===== src/rtl/mcp4911_dac_ctrl_pkg.sv =====
// Shared definitions for the MCP4911 DAC frame sequencer: command word
// layout, FSM state encoding and the command-word builder.
package mcp4911_dac_ctrl_pkg;

    localparam int CMD_W       = 16;
    localparam int DATA_W      = 10;

    // MCP4911 write-command bit positions
    localparam int CMD_WRITE   = 15;
    localparam int CMD_BUF     = 14;
    localparam int CMD_GA_N    = 13;
    localparam int CMD_SHDN_N  = 12;
    localparam int CMD_DATA_HI = 11;
    localparam int CMD_DATA_LO = 2;

    typedef enum logic [2:0] {
        ST_IDLE,
        ST_LOAD,
        ST_SHIFT,
        ST_CS_UP,
        ST_LDAC
    } state_t;

    // Assemble the 16-bit write command; SHDN_n is the inverse of shutdown.
    function automatic logic [CMD_W-1:0] build_cmd(
        input logic              buf_en,
        input logic              gain_1x,
        input logic              shutdown,
        input logic [DATA_W-1:0] data
    );
        logic [CMD_W-1:0] cmd;
        cmd                          = '0;
        cmd[CMD_WRITE]               = 1'b0;
        cmd[CMD_BUF]                 = buf_en;
        cmd[CMD_GA_N]                = gain_1x;
        cmd[CMD_SHDN_N]              = ~shutdown;
        cmd[CMD_DATA_HI:CMD_DATA_LO] = data;
        return cmd;
    endfunction

endpackage


===== src/rtl/mcp4911_dac_ctrl_if.sv =====
// SPI + LDAC pins between the frame sequencer and the MCP4911.
interface mcp4911_dac_ctrl_if;
    logic dac_cs_n;
    logic dac_sck;
    logic dac_sdi;
    logic dac_ldac_n;

    modport master (output dac_cs_n, dac_sck, dac_sdi, dac_ldac_n);
    modport slave  (input  dac_cs_n, dac_sck, dac_sdi, dac_ldac_n);
endinterface


===== src/rtl/mcp4911_dac_ctrl_edge_sync.sv =====
// Two-flop synchroniser followed by a rising-edge detector. The pulse is
// high for one clk and is consumed on the 3rd clk edge after the input rises.
module edge_sync (
    input  logic clk,
    input  logic reset_n,
    input  logic async_in,
    output logic rise
);
    // [0],[1]: synchroniser stages, [2]: previous synchronised value
    logic [2:0] sync_q;

    // Shift the asynchronous input through the synchroniser chain.
    always_ff @(posedge clk or negedge reset_n) begin
        // NOTE: sequential state uses non-blocking assignments so every flop
        // samples the pre-edge values of its neighbours.
        if (!reset_n) sync_q <= '0;
        else          sync_q <= {sync_q[1:0], async_in};
    end

    assign rise = sync_q[1] & ~sync_q[2];
endmodule


===== src/rtl/mcp4911_dac_ctrl.sv =====
// Frame sequencer for the MCP4911 10-bit SPI DAC: captures a sample on each
// sample_clk rising edge, shifts the 16-bit write command out in SPI mode 0,
// strobes LDAC and keeps one pending sample for requests arriving mid-frame.
// Every output is a flop fed by a decode of the current state, so the pins
// follow the FSM one clk later with no input-to-output combinational path.
module mcp4911_dac_ctrl
    import mcp4911_dac_ctrl_pkg::*;
#(
    parameter int CLK_DIV     = 2,
    parameter bit BUF_EN      = 1'b0,
    parameter bit GAIN_1X     = 1'b1,
    parameter int LDAC_CYCLES = 2
) (
    input  logic                  clk,
    input  logic                  reset_n,
    input  logic                  sample_clk,
    input  logic [DATA_W-1:0]     d_in,
    input  logic                  shutdown,
    mcp4911_dac_ctrl_if.master    dac,
    output logic                  busy,
    output logic                  frame_done,
    output logic                  overrun
);
    localparam int DIV_W  = (CLK_DIV > 1) ? $clog2(CLK_DIV) : 1;
    localparam int LDAC_W = (LDAC_CYCLES > 1) ? $clog2(LDAC_CYCLES) : 1;
    localparam logic [DIV_W-1:0]  DIV_LAST  = DIV_W'(CLK_DIV - 1);
    localparam logic [LDAC_W-1:0] LDAC_LAST = LDAC_W'(LDAC_CYCLES - 1);
    // 16 low/high pairs plus one trailing low phase: phases 0..32
    localparam logic [5:0]        PH_LAST   = 6'd32;

    state_t           state, state_nxt;
    logic             req;
    logic [CMD_W-1:0] cmd_now, pend_word, shreg;
    logic             pend_vld;
    logic [DIV_W-1:0] div_cnt;
    logic [5:0]       ph;
    logic [LDAC_W-1:0] ldac_cnt;
    logic             div_wrap, shift_done, ldac_last;
    logic             cs_n_d, sck_d, sdi_d, ldac_n_d, busy_d, done_d, overrun_d;

    edge_sync u_sync (
        .clk      (clk),
        .reset_n  (reset_n),
        .async_in (sample_clk),
        .rise     (req)
    );

    assign cmd_now    = build_cmd(BUF_EN, GAIN_1X, shutdown, d_in);
    assign div_wrap   = (div_cnt == DIV_LAST);
    assign shift_done = div_wrap && (ph == PH_LAST);
    assign ldac_last  = (ldac_cnt == LDAC_LAST);

    // FSM state register.
    always_ff @(posedge clk or negedge reset_n) begin
        if (!reset_n) state <= ST_IDLE;
        else          state <= state_nxt;
    end

    // FSM next-state logic.
    always_comb begin
        // NOTE: default assignment first so no path leaves state_nxt unassigned
        // (which would infer a latch).
        state_nxt = state;
        unique case (state)
            ST_IDLE:  if (req || pend_vld) state_nxt = ST_LOAD;
            ST_LOAD:  state_nxt = ST_SHIFT;
            ST_SHIFT: if (shift_done) state_nxt = ST_CS_UP;
            ST_CS_UP: state_nxt = ST_LDAC;
            ST_LDAC:  if (ldac_last) state_nxt = ST_IDLE;
            default:  state_nxt = ST_IDLE;
        endcase
    end

    // Datapath: pending slot, shift register and phase/width counters.
    always_ff @(posedge clk or negedge reset_n) begin
        if (!reset_n) begin
            pend_vld  <= 1'b0;
            pend_word <= '0;
            shreg     <= '0;
            div_cnt   <= '0;
            ph        <= '0;
            ldac_cnt  <= '0;
        end else begin
            // A fresh request in IDLE is sent directly; any other request
            // (including one on the last LDAC cycle) lands in the pending slot.
            if (state == ST_IDLE) begin
                if (!req && pend_vld) pend_vld <= 1'b0;
            end else if (req) begin
                pend_word <= cmd_now;
                pend_vld  <= 1'b1;
            end

            unique case (state)
                ST_IDLE: begin
                    if (req)           shreg <= cmd_now;
                    else if (pend_vld) shreg <= pend_word;
                end
                ST_LOAD: begin
                    div_cnt <= '0;
                    ph      <= '0;
                end
                ST_SHIFT: begin
                    if (div_wrap) begin
                        div_cnt <= '0;
                        ph      <= ph + 6'd1;
                        // next bit appears as SCK falls after a high phase
                        if (ph[0]) shreg <= {shreg[CMD_W-2:0], 1'b0};
                    end else begin
                        div_cnt <= div_cnt + 1'b1;
                    end
                end
                ST_CS_UP: ldac_cnt <= '0;
                ST_LDAC:  ldac_cnt <= ldac_cnt + 1'b1;
                default:  ;
            endcase
        end
    end

    // FSM output decode, registered below.
    always_comb begin
        cs_n_d    = (state != ST_SHIFT);
        sck_d     = (state == ST_SHIFT) && ph[0];
        sdi_d     = ((state == ST_LOAD) || (state == ST_SHIFT)) && shreg[CMD_W-1];
        ldac_n_d  = (state != ST_LDAC);
        busy_d    = (state != ST_IDLE);
        done_d    = (state == ST_LDAC) && ldac_last;
        overrun_d = req && (state != ST_IDLE) && pend_vld;
    end

    // Output registers; reset forces CS_n high and SCK low immediately.
    always_ff @(posedge clk or negedge reset_n) begin
        if (!reset_n) begin
            dac.dac_cs_n   <= 1'b1;
            dac.dac_sck    <= 1'b0;
            dac.dac_sdi    <= 1'b0;
            dac.dac_ldac_n <= 1'b1;
            busy           <= 1'b0;
            frame_done     <= 1'b0;
            overrun        <= 1'b0;
        end else begin
            dac.dac_cs_n   <= cs_n_d;
            dac.dac_sck    <= sck_d;
            dac.dac_sdi    <= sdi_d;
            dac.dac_ldac_n <= ldac_n_d;
            busy           <= busy_d;
            frame_done     <= done_d;
            overrun        <= overrun_d;
        end
    end

endmodule


===== src/flat_wrapper.sv =====
// flat-port wrapper written by rule: the top's interface ports become plain ports
module mcp4911_dac_ctrl_flat import mcp4911_dac_ctrl_pkg::*;
#(
    parameter int CLK_DIV     = 2,
    parameter bit BUF_EN      = 1'b0,
    parameter bit GAIN_1X     = 1'b1,
    parameter int LDAC_CYCLES = 2
)
  (clk, reset_n, sample_clk, d_in, shutdown, busy, frame_done, overrun, dac_dac_cs_n, dac_dac_sck, dac_dac_sdi, dac_dac_ldac_n);
  mcp4911_dac_ctrl_if dac_i ();
  input  logic clk;
  input  logic reset_n;
  input  logic sample_clk;
  input  logic [DATA_W-1:0] d_in;
  input  logic shutdown;
  output logic busy;
  output logic frame_done;
  output logic overrun;
  output wire logic [$bits(dac_i.dac_cs_n)-1:0] dac_dac_cs_n;
  output wire logic [$bits(dac_i.dac_sck)-1:0] dac_dac_sck;
  output wire logic [$bits(dac_i.dac_sdi)-1:0] dac_dac_sdi;
  output wire logic [$bits(dac_i.dac_ldac_n)-1:0] dac_dac_ldac_n;
  assign dac_dac_cs_n = dac_i.dac_cs_n;
  assign dac_dac_sck = dac_i.dac_sck;
  assign dac_dac_sdi = dac_i.dac_sdi;
  assign dac_dac_ldac_n = dac_i.dac_ldac_n;
  mcp4911_dac_ctrl #(.CLK_DIV(CLK_DIV), .BUF_EN(BUF_EN), .GAIN_1X(GAIN_1X), .LDAC_CYCLES(LDAC_CYCLES)) u_core (.clk(clk), .reset_n(reset_n), .sample_clk(sample_clk), .d_in(d_in), .shutdown(shutdown), .dac(dac_i), .busy(busy), .frame_done(frame_done), .overrun(overrun));
endmodule

===== config.mk =====
export PLATFORM = sky130hd
export DESIGN_NAME = mcp4911_dac_ctrl_flat
export DESIGN_NICKNAME = d
export VERILOG_FILES = /design/src/rtl/mcp4911_dac_ctrl_pkg.sv /design/src/rtl/mcp4911_dac_ctrl_if.sv /design/src/rtl/mcp4911_dac_ctrl_edge_sync.sv /design/src/rtl/mcp4911_dac_ctrl.sv /design/src/flat_wrapper.sv
export SDC_FILE = /design/constraint.sdc
export NUM_CORES = 1
export LEC_CHECK = 0
export CAP_MARGIN = 40
export CORE_MARGIN = 8
export CORE_UTILIZATION = 45
export DETAILED_ROUTE_END_ITERATION = 6
export PLACE_DENSITY = 0.65
export SYNTH_ARGS = -nofsm -noshare
export SYNTH_HDL_FRONTEND = slang
export SYNTH_SLANG_ARGS = --single-unit
export TNS_END_PERCENT = 5

===== constraint.sdc =====
create_clock -name clk -period 3.16 [get_ports clk]
set_clock_uncertainty 0.1 [all_clocks]
set_input_delay 0.632 -clock clk [delete_from_list [all_inputs] [get_ports clk]]
set_output_delay 0.632 -clock clk [all_outputs]
set_load 0.005 [all_outputs]

==> Yosys cells after proc, flatten, opt, wreduce, memory -nomap -nowiden <==
Index checks and enable logic that the tools add are counted.
{ "classes": {"n_eq_ne": 14, "n_mux": 17, "bitwise": 4, "reduce_logical": 21, "addsub": 3} }
{ "ops": {"columns": ["op", "n"], "rows": [
  ["$mux W16", 4],
  ["$pmux W16 S2", 1],
  ["$pmux W3 S5", 1],
  ["$pmux W6 S2", 1],
  ["$ne A2 B1 Y1 const B", 5],
  ["$mux W3", 3],
  ["$reduce_bool A2 Y1", 4],
  ["$logic_and A1 B1 Y1", 7],
  ["$add A6 B1 Y6 const B", 1],
  ["$eq A3 B2 Y1 const B", 2],
  ["$eq A6 B6 Y1 const B", 1],
  ["$mux W6", 1],
  ["$reduce_and A2 Y1", 3],
  ["$mux W1", 4],
  ["$pmux W1 S2", 2],
  ["$reduce_and A4 Y1", 1],
  ["$eq A3 B1 Y1 const B", 1],
  ["$eq A3 B3 Y1 const B", 1],
  ["$logic_not A3 Y1", 1],
  ["$ne A3 B1 Y1 const B", 1],
  ["$ne A3 B2 Y1 const B", 1],
  ["$ne A3 B3 Y1 const B", 1],
  ["$not A1 Y1", 3],
  ["$reduce_and A3 Y1", 1],
  ["6 further kinds", 8]
]} }
{ "totals": {"reg_bits": 50, "input_bits": 14, "out_inout_bits": 7} }

==> Logic depth before layout (Yosys ltp) <==
{ "depth": {"depth_word": 6, "mapped_depth": 7} }

==> Cells and area by module <==
A second synthesis with hierarchy kept.
{ "hier_totals": {"cells_unflattened": 170, "hier_area_um2": 2114.5} }
{ "modules_own_cells": {"columns": ["module", "area_each_um2", "instances", "cells_each", "seq_area_each_um2"], "rows": [
  ["mcp4911_dac_ctrl", 2025.7, 1, 166, 1128.6],
  ["edge_sync", 88.8, 1, 4, 75.1]
]} }

==> Worst setup path before layout <==
OpenSTA, ideal clock, no wires.
{ "synth_path": {"path_kind": "register to register", "start": "reg u_core.state[1]", "end": "reg u_core.shreg[10]", "period_less_slack_ns": 1.782, "slack_ns": 1.378, "arrival_ns": 1.556, "stages_incl_launch_ff": 7, "setup_time_ns": 0.125, "t_required_ns": 2.935, "path_cell_list": "dfrtp_1 buf_6 nor3_4 o21ai_1 a21oi_4 buf_12 mux2_4"} }
{ "synth_between": {"elab_chain_len": 3, "elab_cells_between_ends": 8} }
{ "synth_rtl": {"columns": ["element", "line", "source"], "rows": [
  ["from (decl)", "mcp4911_dac_ctrl.sv:31", "state_t state, state_nxt;"],
  ["from (signal assigned)", "mcp4911_dac_ctrl.sv:56", "else state <= state_nxt;"],
  ["$eq A3 B2 Y1 / $logic_not A3 Y1 (equally long branches)", "mcp4911_dac_ctrl.sv:93", "unique case (state)"],
  ["$ne A2 B1 Y1 (no line), or another cell as far along", null, null],
  ["$reduce_and A4 Y1 (no line)", null, null],
  ["to (signal assigned)", "mcp4911_dac_ctrl.sv:95", "if (req) shreg <= cmd_now;"],
  ["to (signal assigned)", "mcp4911_dac_ctrl.sv:96", "else if (pend_vld) shreg <= pend_word;"],
  ["to (signal assigned)", "mcp4911_dac_ctrl.sv:107", "if (ph[0]) shreg <= {shreg[CMD_W-2:0], 1'b0};"],
  ["to (decl)", "mcp4911_dac_ctrl.sv:33", "logic [CMD_W-1:0] cmd_now, pend_word, shreg;"]
]} }
Several ways; a longest one is shown, not always the timed one.
A chain may end at the register's enable or synchronous reset.

==> Final worst setup path <==
{ "layout_path": {"start": "reg u_core.state[1]", "end": "reg u_core.shreg[3]"} }
Same word-level chain as after synthesis.

==> flow_summary.yaml <==
run_status:
  outcome: "complete, no violations"
power_and_ir_drop:
  p_comb_share_pct: 38.0
  vdd_drop_max_v: 0.0003276
  power.total_uw: 2269
  pwr-share-clk_pct: 16.7
  p_per_area_mw_per_mm2: 904.8
  p_sw_uw: 772.0
  p_seq_share_pct: 45.3
  internal_power_uw: 1497
  p_leak_uw: 0.001108
  swShare_pct: 34.03
global_routing:
  antenna_found_initial: 0
  grt_start_max_net_pins: 26
  grt_pass1_wl_mm: 6.844
  track_usage_pct: 12.05
  grt_pass1_vias: 1379
  grt.overflow.total: 0
sta:
  final.min_clock_period_ns: 2.373
  worst_slack_ns: 0.7871
  fmax_mhz: 421.4
  worst_slew_pin_slew_ns: 0.5930
  finalHoldViolCount: 0
  worst_hold_slack_ns: 0.2150
  tns_ns: 0
  slew_headroom_pct: 60.16
  drv_slew: 0
  setup_viol: 0
  rsz0062_at_grt: "no"
  finalCritPeriodShare_pct: 75.09
synthesis:
  ys_ff_latch: 48
  synthMuxAreaShare_pct: 13.62
  yosys.area_share.adder_pct: 1.144
  synth_xor_xnor_area_share_pct: 0.8009
  synth_warnings: 0
  synth_area_per_cell_sq_um: 11.33
  synth_top_family_by_area: "simple AND/OR/NAND/NOR gates"
  synth_compound_area_share_pct: 8.181
  synthCells: 193
  synth_cell_type_count: 42
  synth_simple_gate_area_share_pct: 16.30
  ys_seq_area_share_pct: 55.03
  syn_area_sq_mm: 0.002187
  syn_nets: 209
final_layout:
  antenna_cells: 0
  nets: 232
  drive_gt1_share_pct: 20.74
  areaGrowthSynthToFinish_pct: 14.65
  design_area_sq_mm: 0.002507
placed_design:
  dpl-instance-area_sq_mm: 0.002414
  numPortBuffers: 20
  preCtsSetupSlack_ns: 0.7732
  dpl.hpwl_mm: 2.689
  place.gp.congestion: 0.7870
clock_tree:
  post_cts_buffers: 0
  h-tree-depth: 2
  holdBufCountCts: 0
  cts.sinks: 48
  insertion_delay_ns: 0.30
  cts_made_buffers: 5
  cts.repair.resized: 0
  cts_root_buf: "clkbuf_8"
  clock_path_buffers: 2
  clk_pin_slew_ns: 0.09
  cts_tree: "yes"
route:
  drt-pass1-iter-count: 4
  viasPerCell: 5.199
  drt-wirelength-per-cell_microns: 14.85
  via_count: 1409
  route.detailed.drc: 0
  antenna_left: 0
  drt_iter0_drc: 75
  drt_wl_total_mm: 4.023
hold_path:
  min_path_type: "input port to asynchronous set/reset pin"
critical_path:
  path_max_fanout: 14
  cp.required_ns: 3.25
  start_kind: "flop"
  end_kind: "flop"
  crit_type: "flop to flop"
  reg2reg_from: "u_core.state[1]"
  reg2reg_slack_ns: 0.79
  reg2regPathDepth: 5
  crit_arrival_ns: 2.47
  reg2reg_to: "u_core.shreg[3]"
  cp-startpoint: "u_core.state[1]"
die:
  fp.coreArea_sq_mm: 0.004692
  die_w_microns: 85.72
  io_pins: 21
  initial_core_util_pct: 46.61
  die_height_microns: 85.72
  die_area_sq_mm: 0.007347
  rows: 25
flow_run:
  maxCapViolations: 0
## routing by layer
| layer | GRT usage, % | vias to the layer above | wire length, microns |
|---|---|---|---|
| li1 | - | 706 | - |
| met4 | 6.051 | 0 | 38 |
| met3 | 4.107 | 2 | 192 |
| met2 | 16.36 | 24 | 1734 |
| met5 | 0 | - | 0 |
| met1 | 16.49 | 677 | 2058 |
## logic make-up (layout without fill, tap and decap cells)
family | after synthesis | count (layout)
simple gates | 70 | 70
flops | 48 | 48
compound gates | 29 | 29
mux | 24 | 24
buf+inv | 18 | 42
fa+ha+maj | 2 | 2
xor+xnor | 2 | 2
## power groups by stage
stage / clock, uW / combinational (uW) / sequential, uW
after floorplan: 0 / 776 / 970
after global placement: 0 / 855 / 1030
after detailed placement: 0 / 874 / 1030
after CTS: 394 / 875 / 1030
after global routing: 416 / 961 / 1060
final: 379 / 862 / 1030
## cells in the mapped netlist
library cell / n / area share, %
and3_1: 2 / 0.57
ha_1: 2 / 1.1
nand4_1: 1 / 0.29
buf_2: 4 / 0.92
inv_1: 8 / 1.4
nand2_1: 29 / 5.0
nor3_4: 1 / 0.74
or3_2: 1 / 0.34
and4_1: 1 / 0.40
nor2_4: 1 / 0.51
nor3_1: 2 / 0.46
a31oi_1: 9 / 2.6
mux2_4: 8 / 5.5
a2111oi_0: 1 / 0.40
nor3b_4: 1 / 0.86
o31ai_1: 1 / 0.34
a21oi_4: 1 / 0.74
nand3_1: 6 / 1.4
or3_1: 2 / 0.57
nand2b_1: 1 / 0.29
nand2_4: 1 / 0.51
a21oi_1: 6 / 1.4
nor2b_1: 1 / 0.29
clkbuf_1: 1 / 0.17
o21ai_1: 1 / 0.23
dfstp_2: 2 / 2.4
nor4b_1: 1 / 0.40
nand3b_1: 1 / 0.34
buf_4: 1 / 0.34
nor2_1: 16 / 2.7
mux2_2: 14 / 7.2
xor2_1: 2 / 0.80
a211oi_1: 1 / 0.34
a21o_1: 1 / 0.34
buf_6: 2 / 1.0
inv_2: 1 / 0.17
or2_2: 1 / 0.29
o21ai_0: 8 / 1.8
dfrtp_1: 46 / 53
mux2i_1: 2 / 0.92
buf_12: 1 / 0.92
nor3b_1: 1 / 0.34
## through the flow
| stage | cells | util, % |
|---|---|---|
| after floorplan | 193 | - |
| after global placement | 263 | 51.44 |
| after detailed placement | 263 | 51.44 |
| after CTS | 271 | 53.44 |
| after global routing | 271 | 53.44 |
| final | 271 | 53.44 |
## how the worst max path moves through the flow
| stage | to | slack [ns] | depth (start not counted) |
|---|---|---|---|
| global placement | u_core.shreg[4] | 0.82 | 5 |
| detailed placement | u_core.shreg[3] | 0.77 | 5 |
| floorplan | u_core.shreg[10] | 1.38 | 6 |
| CTS | u_core.shreg[3] | 0.77 | 5 |
| finish | u_core.shreg[3] | 0.79 | 5 |
| global route | u_core.shreg[3] | 0.63 | 5 |
## final cells by class
type | count | area (sq um)
sequential | 48 | 1204
inverter | 9 | 33.78
fill | 415 | 2185
timing repair buffer | 25 | 232.7
tap | 54 | 67.56
clock buffer | 7 | 86.33
clock inverter | 1 | 7.507
multi-input combinational | 127 | 875.8
## worst max-delay path, cell delays in order, from the launching register on
cell     delay [ns]
dfrtp_1        0.52
nor3b_4        0.41
buf_4          0.22
nand2_1        0.11
a21oi_4        0.52
mux2_2         0.40
## layout by cell type, fill, tap and decap left out, types with 2 or more instances in the layout
cell,count
nand2_1,29
mux2i_1,2
clkbuf_8,6
a21oi_1,6
a31oi_1,9
and3_1,2
or3_1,2
clkdlybuf4s50_1,19
mux2_2,14
nor2_1,16
nor3_1,2
nand3_1,6
dfstp_2,2
buf_4,5
ha_1,2
mux2_4,8
xor2_1,2
dfrtp_1,46
inv_1,8
o21ai_0,8
## sequential cells by signal (all words and copies together), names as in the netlist, 3 cells and up
| name | flops |
|---|---|
| u_core.state | 3 |
| u_core.pend_word | 12 |
| u_core.u_sync.sync_q | 3 |
| u_core.ph | 6 |
| u_core.shreg | 14 |
No activity file was read; power rests on OpenSTA's default activity.
